<file path="config.mk">
export PLATFORM = sky130hd
export DESIGN_NAME = aes192_round_key_gen
export DESIGN_NICKNAME = d
export VERILOG_FILES = /design/src/rtl/aes192_round_key_gen.sv
export SDC_FILE = /design/constraint.sdc
export NUM_CORES = 2
export LEC_CHECK = 0
export CELL_PAD_IN_SITES_DETAIL_PLACEMENT = 1
export CELL_PAD_IN_SITES_GLOBAL_PLACEMENT = 1
export CORE_UTILIZATION = 40
export DETAILED_ROUTE_END_ITERATION = 7
export DONT_BUFFER_PORTS = 1
export PLACE_DENSITY = 0.63
export SETUP_SLACK_MARGIN = 0.5
export SLEW_MARGIN = 20
export SYNTH_ARGS = -nofsm -noshare
export SYNTH_HDL_FRONTEND = slang
export SYNTH_SLANG_ARGS = --single-unit
</file>
<file path="constraint.sdc">
create_clock -name CLK -period 15.5 [get_ports CLK]
set_input_delay 1.55 -clock CLK [delete_from_list [all_inputs] [get_ports CLK]]
set_output_delay 1.55 -clock CLK [all_outputs]
set_load 0.01 [all_outputs]
</file>
<file path="src/rtl/aes192_round_key_gen.sv">
// AES-192 key expansion engine: expands a 192-bit cipher key one word per clock
// into a 52-word schedule and serves 128-bit round keys by index with one cycle of latency.

module aes_sbox (
  input  logic [7:0] in_byte,
  output logic [7:0] out_byte
);

  // Forward AES S-box, entry 0 in the leftmost byte.
  localparam logic [0:2047] SBOX = {
    128'h637c777bf26b6fc53001672bfed7ab76,
    128'hca82c97dfa5947f0add4a2af9ca472c0,
    128'hb7fd9326363ff7cc34a5e5f171d83115,
    128'h04c723c31896059a071280e2eb27b275,
    128'h09832c1a1b6e5aa0523bd6b329e32f84,
    128'h53d100ed20fcb15b6acbbe394a4c58cf,
    128'hd0efaafb434d338545f9027f503c9fa8,
    128'h51a3408f929d38f5bcb6da2110fff3d2,
    128'hcd0c13ec5f974417c4a77e3d645d1973,
    128'h60814fdc222a908846eeb814de5e0bdb,
    128'he0323a0a4906245cc2d3ac629195e479,
    128'he7c8376d8dd54ea96c56f4ea657aae08,
    128'hba78252e1ca6b4c6e8dd741f4bbd8b8a,
    128'h703eb5664803f60e613557b986c11d9e,
    128'he1f8981169d98e949b1e87e9ce5528df,
    128'h8ca1890dbfe6426841992d0fb054bb16
  };

  assign out_byte = SBOX[{in_byte, 3'b000} +: 8];

endmodule

module aes192_round_key_gen (
  input  logic         CLK,
  input  logic         RST_N,
  input  logic         KEY_LOAD,
  input  logic [0:191] CIPHER_KEY,
  input  logic [3:0]   RK_INDEX,
  output logic         BUSY,
  output logic         KEY_READY,
  output logic [0:127] ROUND_KEY
);

  typedef enum logic [1:0] {
    IDLE,
    EXPAND,
    READY
  } state_t;

  state_t       state_reg;
  logic [5:0]   word_idx_reg;
  logic [2:0]   phase_reg;
  logic [7:0]   rcon_reg;
  logic         busy_reg;
  logic         key_ready_reg;
  logic [0:127] round_key_reg;
  logic [31:0]  window_reg [6];
  logic [31:0]  w_mem [52];

  logic         load_accept;
  logic [31:0]  key_word [6];
  logic [31:0]  rot_word;
  logic [31:0]  sub_word;
  logic [31:0]  temp_word;
  logic [31:0]  new_word;
  logic [0:127] rd_key;

  assign load_accept = KEY_LOAD && (state_reg != EXPAND);

  genvar gi;
  generate
    for (gi = 0; gi < 6; gi++) begin : g_key_word
      assign key_word[gi] = CIPHER_KEY[32*gi +: 32];
    end
  endgenerate

  // window_reg holds w[i-6..i-1], so the newest word is always slot 5.
  assign rot_word = {window_reg[5][23:0], window_reg[5][31:24]};

  generate
    for (gi = 0; gi < 4; gi++) begin : g_sub_word
      aes_sbox u_sbox (
        .in_byte  (rot_word[8*gi +: 8]),
        .out_byte (sub_word[8*gi +: 8])
      );
    end
  endgenerate

  assign temp_word = (phase_reg == 3'd0) ? (sub_word ^ {rcon_reg, 24'h000000}) : window_reg[5];
  assign new_word  = window_reg[0] ^ temp_word;

  always_comb begin
    rd_key = '0;
    if (RK_INDEX <= 4'd12) begin
      rd_key = {w_mem[{RK_INDEX, 2'b00}], w_mem[{RK_INDEX, 2'b01}],
                w_mem[{RK_INDEX, 2'b10}], w_mem[{RK_INDEX, 2'b11}]};
    end
  end

  // Schedule storage has no reset: its contents are only exposed while KEY_READY is set.
  always_ff @(posedge CLK) begin
    if (load_accept) begin
      for (int k = 0; k < 6; k++) begin
        w_mem[k] <= key_word[k];
      end
    end else if (state_reg == EXPAND) begin
      w_mem[word_idx_reg] <= new_word;
    end
  end

  always_ff @(posedge CLK or negedge RST_N) begin
    if (!RST_N) begin
      state_reg     <= IDLE;
      word_idx_reg  <= 6'd6;
      phase_reg     <= 3'd0;
      rcon_reg      <= 8'h01;
      busy_reg      <= 1'b0;
      key_ready_reg <= 1'b0;
      round_key_reg <= '0;
      for (int k = 0; k < 6; k++) begin
        window_reg[k] <= '0;
      end
    end else begin
      round_key_reg <= (key_ready_reg && (RK_INDEX <= 4'd12)) ? rd_key : '0;
      case (state_reg)
        IDLE, READY: begin
          if (KEY_LOAD) begin
            state_reg     <= EXPAND;
            busy_reg      <= 1'b1;
            key_ready_reg <= 1'b0;
            word_idx_reg  <= 6'd6;
            phase_reg     <= 3'd0;
            rcon_reg      <= 8'h01;
            for (int k = 0; k < 6; k++) begin
              window_reg[k] <= key_word[k];
            end
          end
        end
        EXPAND: begin
          for (int k = 0; k < 5; k++) begin
            window_reg[k] <= window_reg[k+1];
          end
          window_reg[5] <= new_word;
          word_idx_reg  <= word_idx_reg + 6'd1;
          phase_reg     <= (phase_reg == 3'd5) ? 3'd0 : phase_reg + 3'd1;
          // Only eight Rcon values are consumed, so the doubling never needs reduction.
          if (phase_reg == 3'd0) begin
            rcon_reg <= {rcon_reg[6:0], 1'b0};
          end
          if (word_idx_reg == 6'd51) begin
            state_reg     <= READY;
            busy_reg      <= 1'b0;
            key_ready_reg <= 1'b1;
          end
        end
        default: begin
          state_reg <= IDLE;
          busy_reg  <= 1'b0;
        end
      endcase
    end
  end

  assign BUSY      = busy_reg;
  assign KEY_READY = key_ready_reg;
  assign ROUND_KEY = round_key_reg;

endmodule

</file>
==> impl_metrics.tcl <==
set metrics [dict create \
    outcome "finished, violations left" \
    failing_checks "max-slew violations" \
    maxCapViolCount 0 \
    pwr-share-clk_pct 19.7 \
    post_synth_edffs 1792 \
    ys_ff_latch 2133 \
    pwr_dens_nw_per_um2 242 \
    dp_cells 9169 \
    maxClockFrequency_mhz 164 \
    place_area_sq_um 100000 \
    globalRouteTotalUtil_pct 30.6 \
    final_cell_mix "sky130_fd_sc_hd__edfxtp_1 (1,792), sky130_fd_sc_hd__nand2_1 (659), sky130_fd_sc_hd__mux4_2 (560)" \
    postRouteAntennaNets 0 \
    num_io_pins 329 \
    synth_async_sr_flop_share_pct 16.0 \
    ir_drop_mv 0.252 \
    grt_start_max_net_pins 514 \
    layout-drive-gt1-share_pct 22.3 \
    post_cts_hold_buffer_count 0 \
    initial_utilization_pct 40.4 \
    syn-mean-instance-area_sq_um 15.2 \
    r2r_start "rot_word[9]" \
    tritoncts "done" \
    hold_path_class "in2async" \
    route.vias.total 63000 \
    net_switching_share_of_the_total_power_pct 43.4 \
    die_area_sq_um 243000 \
    port_buffers 0 \
    max-slew-margin-rel_pct -3.24 \
    detailedPlacementHpwl_mm 240 \
    place.gp.congestion 0.994 \
    actual_slew_at_the_worst_max_slew_pin_ns 1.55 \
    grt_overflow_total 0 \
    max-clock-path-buffers 3 \
    required_worst_endpoint_ns 16.03 \
    final_wirelength_mm 378 \
    cp_max_fo 26 \
    switchingPower_mw 11.3 \
    filler_cell_count 23400 \
    yosysWarningCount 0 \
    via_count_of_the_first_global_routing_pass 61000 \
    worst_setup_path_end_kind "flop" \
    crit_type "reg2reg" \
    cts_buffers 206 \
    finalMaxSlewViolations 69 \
    final_nets 6474 \
    worstPathArrival_ns 6.63 \
    finalSetupViolCount 0 \
    clock_sinks 2133 \
    number_of_antenna_violations_at_the_first_check_in_global_routing 134 \
    sequential_fraction_of_the_synthesis_area_pct 64.7 \
    cts-root-buf "sky130_fd_sc_hd__clkbuf_16" \
    final.setup_skew_ns 0.0400 \
    timing.critical_path.from "rot_word[9]" \
    worst_setup_hold_path_clk_slew_ns 0.06 \
    reg2reg_to "w_mem[6][10]" \
    post_drt_wl_per_cell_um 38.9 \
    mappedNetlistArea_sq_um 96400 \
    postCtsResizedCells 0 \
    syn-num-nets 6608 \
    vias_per_cell 6.47 \
    synthesis.instances 6348 \
    post-route-cell-area_sq_um 108000 \
    final_cell_count_no_fill 9740 \
    drt_drc_violations_left 0 \
    r2r_setup_slack_ns 9.40 \
    netlist.area_leader.share_pct 55.8 \
    power_frac_seq_pct 37.4 \
    reg2reg_depth 13 \
    hold_violations 0 \
    grt_pass1_wl_mm 516 \
    yosys.cell_types.count 100 \
    min_period_over_period_pct 39.4 \
    die-width_um 493 \
    num_rows 179 \
    synth.largest_area_cell "sky130_fd_sc_hd__edfxtp_1" \
    critPathLaunchType "flop" \
    commonest_non_fill_non_tap_cell_in_the_layout "sky130_fd_sc_hd__edfxtp_1" \
    internal-power_mw 14.7 \
    finalCriticalPeriod_ns 6.10 \
    clock_tree.htree_level_count 4 \
    drt_first_pass_iters 6 \
    synth.top_cells.by_area "sky130_fd_sc_hd__edfxtp_1 (56%), sky130_fd_sc_hd__mux4_2 (13%), sky130_fd_sc_hd__dfrtp_1 (8.8%)" \
    syn_to_final_growth_pct 11.6 \
    comb_power_share_pct 42.9 \
    die_h_um 493 \
    insertion_delay_ns 0.85 \
    core_area_sq_um 239000 \
    cts_setup_buffers 0 \
    drt-initial-drc-count 8861 \
    number_of_flip_flops_under_the_largest_register_name 1792 \
    yosys_most_used_dff "sky130_fd_sc_hd__edfxtp_1" \
    power.leakage_nw 35.6 \
    finalSetupTns_ns 0 \
    rsz0062_at_grt "false" \
]
critical path, stage by stage (launching register included):
cell,delay [ns]
sky130_fd_sc_hd__dfrtp_1,0.38
sky130_fd_sc_hd__inv_1,0.66
sky130_fd_sc_hd__ha_1,0.62
sky130_fd_sc_hd__nor2b_1,1.04
sky130_fd_sc_hd__nor3_1,0.19
sky130_fd_sc_hd__a21oi_1,0.21
sky130_fd_sc_hd__mux4_2,0.25
sky130_fd_sc_hd__nor2_1,0.05
sky130_fd_sc_hd__o311ai_1,0.44
sky130_fd_sc_hd__o21ai_1,0.29
sky130_fd_sc_hd__xnor2_2,0.18
sky130_fd_sc_hd__buf_4,0.24
sky130_fd_sc_hd__clkinv_1,0.67
sky130_fd_sc_hd__buf_4,0.50
cell usage after synthesis, types with 17 or more instances:
library cell                  n
sky130_fd_sc_hd__a211oi_1    64
sky130_fd_sc_hd__a21o_1      19
sky130_fd_sc_hd__a21oi_1    176
sky130_fd_sc_hd__a22oi_1    193
sky130_fd_sc_hd__a311oi_1    32
sky130_fd_sc_hd__a31oi_1     58
sky130_fd_sc_hd__and2_1      29
sky130_fd_sc_hd__buf_1       62
sky130_fd_sc_hd__buf_2      112
sky130_fd_sc_hd__buf_4       18
sky130_fd_sc_hd__clkbuf_1   321
sky130_fd_sc_hd__dfrtp_1    338
sky130_fd_sc_hd__edfxtp_1  1792
sky130_fd_sc_hd__ha_1        61
sky130_fd_sc_hd__inv_1       59
sky130_fd_sc_hd__mux2_2     187
sky130_fd_sc_hd__mux2i_1     27
sky130_fd_sc_hd__mux4_2     560
sky130_fd_sc_hd__nand2_1    666
sky130_fd_sc_hd__nand2b_1    71
sky130_fd_sc_hd__nand3_1     87
sky130_fd_sc_hd__nor2_1     215
sky130_fd_sc_hd__nor2b_1    187
sky130_fd_sc_hd__nor3_1      91
sky130_fd_sc_hd__o211ai_1    47
sky130_fd_sc_hd__o21ai_0    327
sky130_fd_sc_hd__o21ai_1     54
sky130_fd_sc_hd__o311ai_0    30
sky130_fd_sc_hd__o31ai_1     34
sky130_fd_sc_hd__or2_2       17
sky130_fd_sc_hd__or3_1       21
sky130_fd_sc_hd__xnor2_1     21
power by group through the flow:
| stage | Combinational, mW | Clock, mW | Sequential, mW |
|---|---|---|---|
| floorplan | 5.57 | 0 | 9.62 |
| global placement | 10.6 | 0 | 9.83 |
| detailed placement | 10.8 | 0 | 9.84 |
| CTS | 10.9 | 5.19 | 9.73 |
| global route | 11.5 | 5.37 | 9.76 |
| finish | 11.2 | 5.13 | 9.75 |
area by class of cell:
type	count	area (sq um)	share of cell area (%)
inverter	69	260	0.242
clock buffer	283	5760	5.36
antenna	177	443	0.412
tap	3167	3960	3.68
clock inverter	107	1080	1.00
timing repair buffer	181	1430	1.33
multi-input combinational	3623	32200	30.0
sequential	2133	62400	58.0
metrics by stage:
step | setup slack (ns) | utilization, % | power [mW] | hold WS, ns
3_5_place_dp | 9.61 | 42.0 | 20.7 | 0.463
5_1_grt | 9.31 | 45.0 | 26.6 | 0.360
3_3_place_gp | 9.44 | 42.0 | 20.4 | 0.458
2_1_floorplan | 10.19 | - | 15.2 | 0.446
4_1_cts | 9.56 | 44.8 | 25.8 | 0.347
6_report | 9.40 | 45.1 | 26.1 | 0.402
cells by family after synthesis:
family          Yosys count  synth area share (%)
buf+inv                 592                  2.59
simple gates           1483                  7.21
compound gates         1254                  8.64
mux                     783                  15.7
xor+xnor                 42                 0.444
flops                  2133                  64.7
fa+ha+maj                61                 0.792
how the worst max path moves through the flow:
stage                    endpoint  slack, ns  cells after the start
global route        w_mem[28][10]       9.31                     13
global placement     w_mem[18][4]       9.44                      9
CTS                 w_mem[24][10]       9.56                     13
detailed placement  w_mem[12][10]       9.61                     13
finish               w_mem[6][10]       9.40                     13
floorplan           w_mem[10][31]      10.19                     15
layer usage:
| metal | global-route usage (%) | up-vias | share of wire (%) |
|---|---|---|---|
| li1 | - | 24900 | - |
| met3 | 4.78 | 688 | 8.0 |
| met1 | 42.0 | 33900 | 40 |
| met5 | 0 | - | 0.047 |
| met4 | 18.6 | 24 | 6.4 |
| met2 | 46.1 | 3533 | 46 |
(Power assumes the default switching activity.)
